[config.mk]
export PLATFORM = sky130hd
export DESIGN_NAME = f_function
export DESIGN_NICKNAME = d
export VERILOG_FILES = /design/src/rtl/f_function.sv
export SDC_FILE = /design/constraint.sdc
export NUM_CORES = 1
export LEC_CHECK = 0
export ABC_AREA = 1
export BUFFER_PORTS_ARGS = -buffer_cell sky130_fd_sc_hd__buf_2
export CAP_MARGIN = 20
export CORE_AREA = 2 2 39 41
export CTS_CLUSTER_SIZE = 10
export DETAILED_ROUTE_END_ITERATION = 10
export DIE_AREA = 0 0 41 43
export PLACE_DENSITY = 0.5
export SKIP_CTS_REPAIR_TIMING = 1
export SYNTH_ARGS = -nofsm -noshare
export SYNTH_HDL_FRONTEND = slang
export SYNTH_SLANG_ARGS = --single-unit
export TNS_END_PERCENT = 10
[constraint.sdc]
create_clock -name clk -period 1.86 [get_ports clk]
set_input_delay 0.093 -clock clk [delete_from_list [all_inputs] [get_ports clk]]
set_output_delay 0.093 -clock clk [all_outputs]
set_load 0.02 [all_outputs]
[src/rtl/f_function.sv]
//------------------------------------------------------------------------------
// Module   : f_function
// Purpose  : Two-input Boolean function generator (4:1 mux over a loadable
//            truth table), with a registered copy of the result.
// Options  : F_FUNCTION_TOGGLE_CNT_EN enables the f_q rising-edge counter.
// Revision : 1.0 - initial release
//------------------------------------------------------------------------------
`default_nettype none

module f_function #(
    parameter logic [3:0] TRUTH_TABLE = 4'b0110,
    parameter int         CNT_W       = 8
) (
    input  logic             clk,
    input  logic             rst_n,
    input  logic             A,
    input  logic             B,
    input  logic             cfg_we,
    input  logic [3:0]       cfg_tt,
    output logic [3:0]       tt,
    output logic             f,
    output logic             f_q,
    output logic [CNT_W-1:0] tog_cnt
);

    logic [3:0] tt_q;
    logic [3:0] tt_d;

    always_comb begin
        tt_d = tt_q;
        if (cfg_we) begin
            tt_d = cfg_tt;
        end
    end

    always_ff @(posedge clk) begin
        if (!rst_n) begin
            tt_q <= TRUTH_TABLE;
            f_q  <= 1'b0;
        end else begin
            tt_q <= tt_d;
            f_q  <= f;
        end
    end

    // Select with {A,B}; an unknown select deliberately propagates as X.
    assign f  = tt_q[{A, B}];
    assign tt = tt_q;

`ifdef F_FUNCTION_TOGGLE_CNT_EN
    logic [CNT_W-1:0] cnt_q;
    logic [CNT_W-1:0] cnt_d;

    // A 0->1 transition of f_q is predicted from the pre-edge f_q and f.
    always_comb begin
        cnt_d = cnt_q;
        if (!f_q && f) begin
            cnt_d = cnt_q + CNT_W'(1);
        end
    end

    always_ff @(posedge clk) begin
        if (!rst_n) begin
            cnt_q <= '0;
        end else begin
            cnt_q <= cnt_d;
        end
    end

    assign tog_cnt = cnt_q;
`else
    assign tog_cnt = '0;
`endif

endmodule

`default_nettype wire

* After elaboration in Yosys (flattened, before gate mapping) *
Cells that the tools add are included.

word-level totals
  bits in registers = 5
  bits in latches = 0
  bits in writable memories = 0
  memory bits (read-only) = 0
  input bits = 9
  output and inout bits = 14
  word-level logic and storage cells = 5
  memories kept = 0

operators by class
  add/sub/neg operators = 0
  $mul = 0
  div/mod/pow operators = 0
  magnitude comparators = 1
  eq/ne operators = 0
  shift operators = 0
  mux-type cells = 2
  bitwise logic cells = 0
  reductions and logical operators = 0

operators by type and width
  operator                                                               number
  2-bit by 3-bit < comparator with 1-bit output (second input constant)  1
  1-bit binary-select mux with 2-bit select                              1
  1-bit 2-to-1 mux                                                       1

* Depth between registers and ports, before layout *
  depth after elaboration = 2
  mapped depth = 5
  depth with buffers taken out = 5

* Least setup slack after synthesis *
OpenSTA, ideal clock, no wires.

  path kind = flip-flop to output port
  start point = reg tt_q[1] (netlist: tt[1])
  end point = out f
  arrival time = 0.761 ns
  required time = 1.767 ns
  setup slack = 1.006 ns
  stages on the path, launching flop included = 5
  buffers on the path = 0
  cell sequence = dfxtp_1 > nand2_1 > nand3_2 > nand2_2 > inv_2

on the way
  word-level cells in the longest chain between the ends = 2

ends and longest elaborated chain
  what                                       line  text
  from (decl)                                26    logic [3:0] tt_q;
  from (signal assigned)                     41    tt_q <= tt_d;
  1-bit binary-select mux with 2-bit select  47    assign f = tt_q[{A, B}];
  1-bit 2-to-1 mux (implied by the code)     47
  to (decl)                                  21    output logic f,

No other way between the ends. The select of a mux whose other input is x is not followed.

* Worst setup path in the final report *
  start point = reg tt_q[3] (netlist: tt[3])
  end point = out f

Same word-level chain as after synthesis.

==> flow_summary_export.csv <==
group,metric,value,unit
placed_design,gp_congestion,0.657,
final_layout,final_area,363,µm²
die,die_area,0.00176,mm²
global_route,grt_pass1_wl,752,µm
die,die_h,43,µm
worst_setup_path,cp.arrival,0.97,ns
global_route,first_global_vias,180,
synthesis,synth_area_leaders,"dfxtp_1, buf_4, nand2_1, nand3_2, inv_1",
detailed_routing,ant_nets,0,
clock_tree,clkLatencyLatePin,0.24,ns
final_layout,final_common_cell,"buf_2",
clock_tree,cts_sinks,5,
hold_path,hp-start,"cfg_tt[2]",
synthesis,synth_warnings,0,
clock_tree,cts-root-buf,"clkbuf_4",
final_layout,antennaDiodeCount,0,
detailed_routing,dr_total_vias,260,
sta,finalSetupTns,0,ns
placed_design,placed_cell_area,337,µm²
sta,setup-violations-final,0,
sta,fin_crit_sh,0.574,
sta,timing.final.ws_setup,0.792,ns
sta,fmax,0.936,GHz
pwr,power_density,866,mW/mm²
pwr,finalPower,314,µW
die,initial_utilization,0.203,
global_route,overflow,0,
sta,finClkSkew,0.00154,ns
clock_tree,cts_tree,"yes",
sta,hold_viol_final,0,
placed_design,post-place-ws,1.04,ns
final_layout,area_delta_synth_final,29.5,%
synthesis,synthesis.area,280,µm²
placed_design,io_buffers,14,
worst_setup_path,reg2reg_to,"f_q",
final_layout,regArea,100,µm²
worst_setup_path,rr_worst_depth,4,
detailed_routing,wl,553,µm
final_layout,final_layout_size_suffix_gt1_frac,0.393,
die,coreArea,0.00138,mm²
synthesis,synth_cells,39,
detailed_routing,drc,0,
hold_path,hp-class,"primary input to flop",
worst_setup_path,path_class,"flop to primary output",
synthesis,ys_seq_area_frac,0.357,
global_route,antenna_found_initial,0,
worst_setup_path,worstSetupStartpointType,"flop",
pwr,peakVddDrop,355,µV
final_layout,fillCellCount,160,
final_layout,nNetsFinal,66,
clock_tree,numCtsBuffers,3,
sta,slew_violations,0,
clock_tree,clock_path_buffers,2,
outcome,status,"complete, no violations",
clock_tree,htreeDepth,1,
final_layout,instances_no_fill,72,
detailed_routing,avgRoutedWirePerCell,7.68,µm
worst_setup_path,cp_max_fo,3,
run,cap_viol_max_count,0,
detailed_routing,first_pass_iters,4,
placed_design,place_inst,68,
die,rows,14,
worst_setup_path,critPathRequiredTime,1.77,ns
global_route,grt_usage,0.0704,
sta,fin_crit,1.07,ns
die,die_x,41,µm
synthesis,yosysTopAreaCellShare,0.357,
synthesis,ys_ff_latch,5,
die,top_level_ports,23,
clock_tree,clk_pin_slew,0.04,ns
synthesis,yosysTopAreaCell,"dfxtp_1",
pwr,p_leak,0.000212,µW
global_route,grt_max_degree,6,
worst_setup_path,rrSetupSlack,1.18,ns
synthesis,syn_avg_cell_area,7.19,µm²
sta,rsz0062_at_grt,"no",
synthesis,synth_cell_types,12,
hold_path,holdPathEnd,"tt[2]",
hold_path,whs_path_depth,3,
final_layout,final_cell_mix,"buf_2, nand2_1, conb_1, dfxtp_1",
worst_setup_path,crit_path_end_kind,"primary output",
detailed_routing,vias_per_cell,3.61,
detailed_routing,drt_iter0_markers,7,
worst_setup_path,regToRegStartpoint,"tt[1]",
final_layout,multi_input_comb_area,128,µm²
==> worst max-delay path, cell delays in order (launching register included) <==
cell     delay [ns]
dfxtp_1        0.35
nand2_1        0.07
nand3_2        0.07
nand2_2        0.06
inv_2          0.04
buf_2          0.14
==> kinds of logic (layout without fill, tap and decap cells) <==
kind of cell	after synthesis	after routing	share of synthesized area
simple gates	18	18	0.313
buf+inv	13	23	0.281
flops	5	5	0.357
compound gates	2	2	0.0357
other cells	1	8	0.0134
==> synthesized netlist by cell type <==
master	instances
dfxtp_1	5
nor2_2	1
inv_2	1
conb_1	1
inv_1	4
buf_4	8
nand2_2	1
nand2_1	8
o21ai_0	2
nor2_1	4
nand3_2	2
nand3_1	2
==> per-stage QoR <==
step / hold WS [ns] / utilization
2_1_floorplan: 0.177 / -
3_3_place_gp: 0.313 / 0.243
3_5_place_dp: 0.313 / 0.243
4_1_cts: 0.0626 / 0.262
5_1_grt: 0.0778 / 0.262
6_report: 0.0712 / 0.262
==> worst max-delay path by stage <==
| stage | startpoint | cells past startpoint | to |
|---|---|---|---|
| 2_1_floorplan | tt[1] | 4 | f |
| 3_3_place_gp | tt[3] | 5 | f |
| 3_5_place_dp | tt[3] | 5 | f |
| 4_1_cts | tt[3] | 5 | f |
| 5_1_grt | tt[3] | 5 | f |
| 6_report | tt[3] | 5 | f |
==> sequential cells by signal, summed over array words and instances, names as in the netlist <==
register and count:
tt 4, f_q 1
==> routing by layer <==
layer  part of all wire  track usage  vias up
met5                  0            0        -
met4                  0       0.0600        0
met3               0.14       0.0628        0
met2               0.39       0.0750       16
met1               0.47       0.0806      108
li1                   -            -      136
==> final cells by class <==
cell class	count	area share
multi-input combinational	28	0.352
clock buffer	4	0.0724
timing repair buffer	14	0.193
inverter	5	0.0517
sequential	5	0.276
tap	16	0.0552
==> power breakdown <==
group / total [µW] / switching [µW] / internal (µW)
Combinational: 69.6 / 48.2 / 21.4
Sequential: 120 / 4.79 / 116
Clock: 124 / 43.3 / 81.0
Total: 314 / 96.3 / 218
Note: power is estimated with default switching activity, not from simulation.
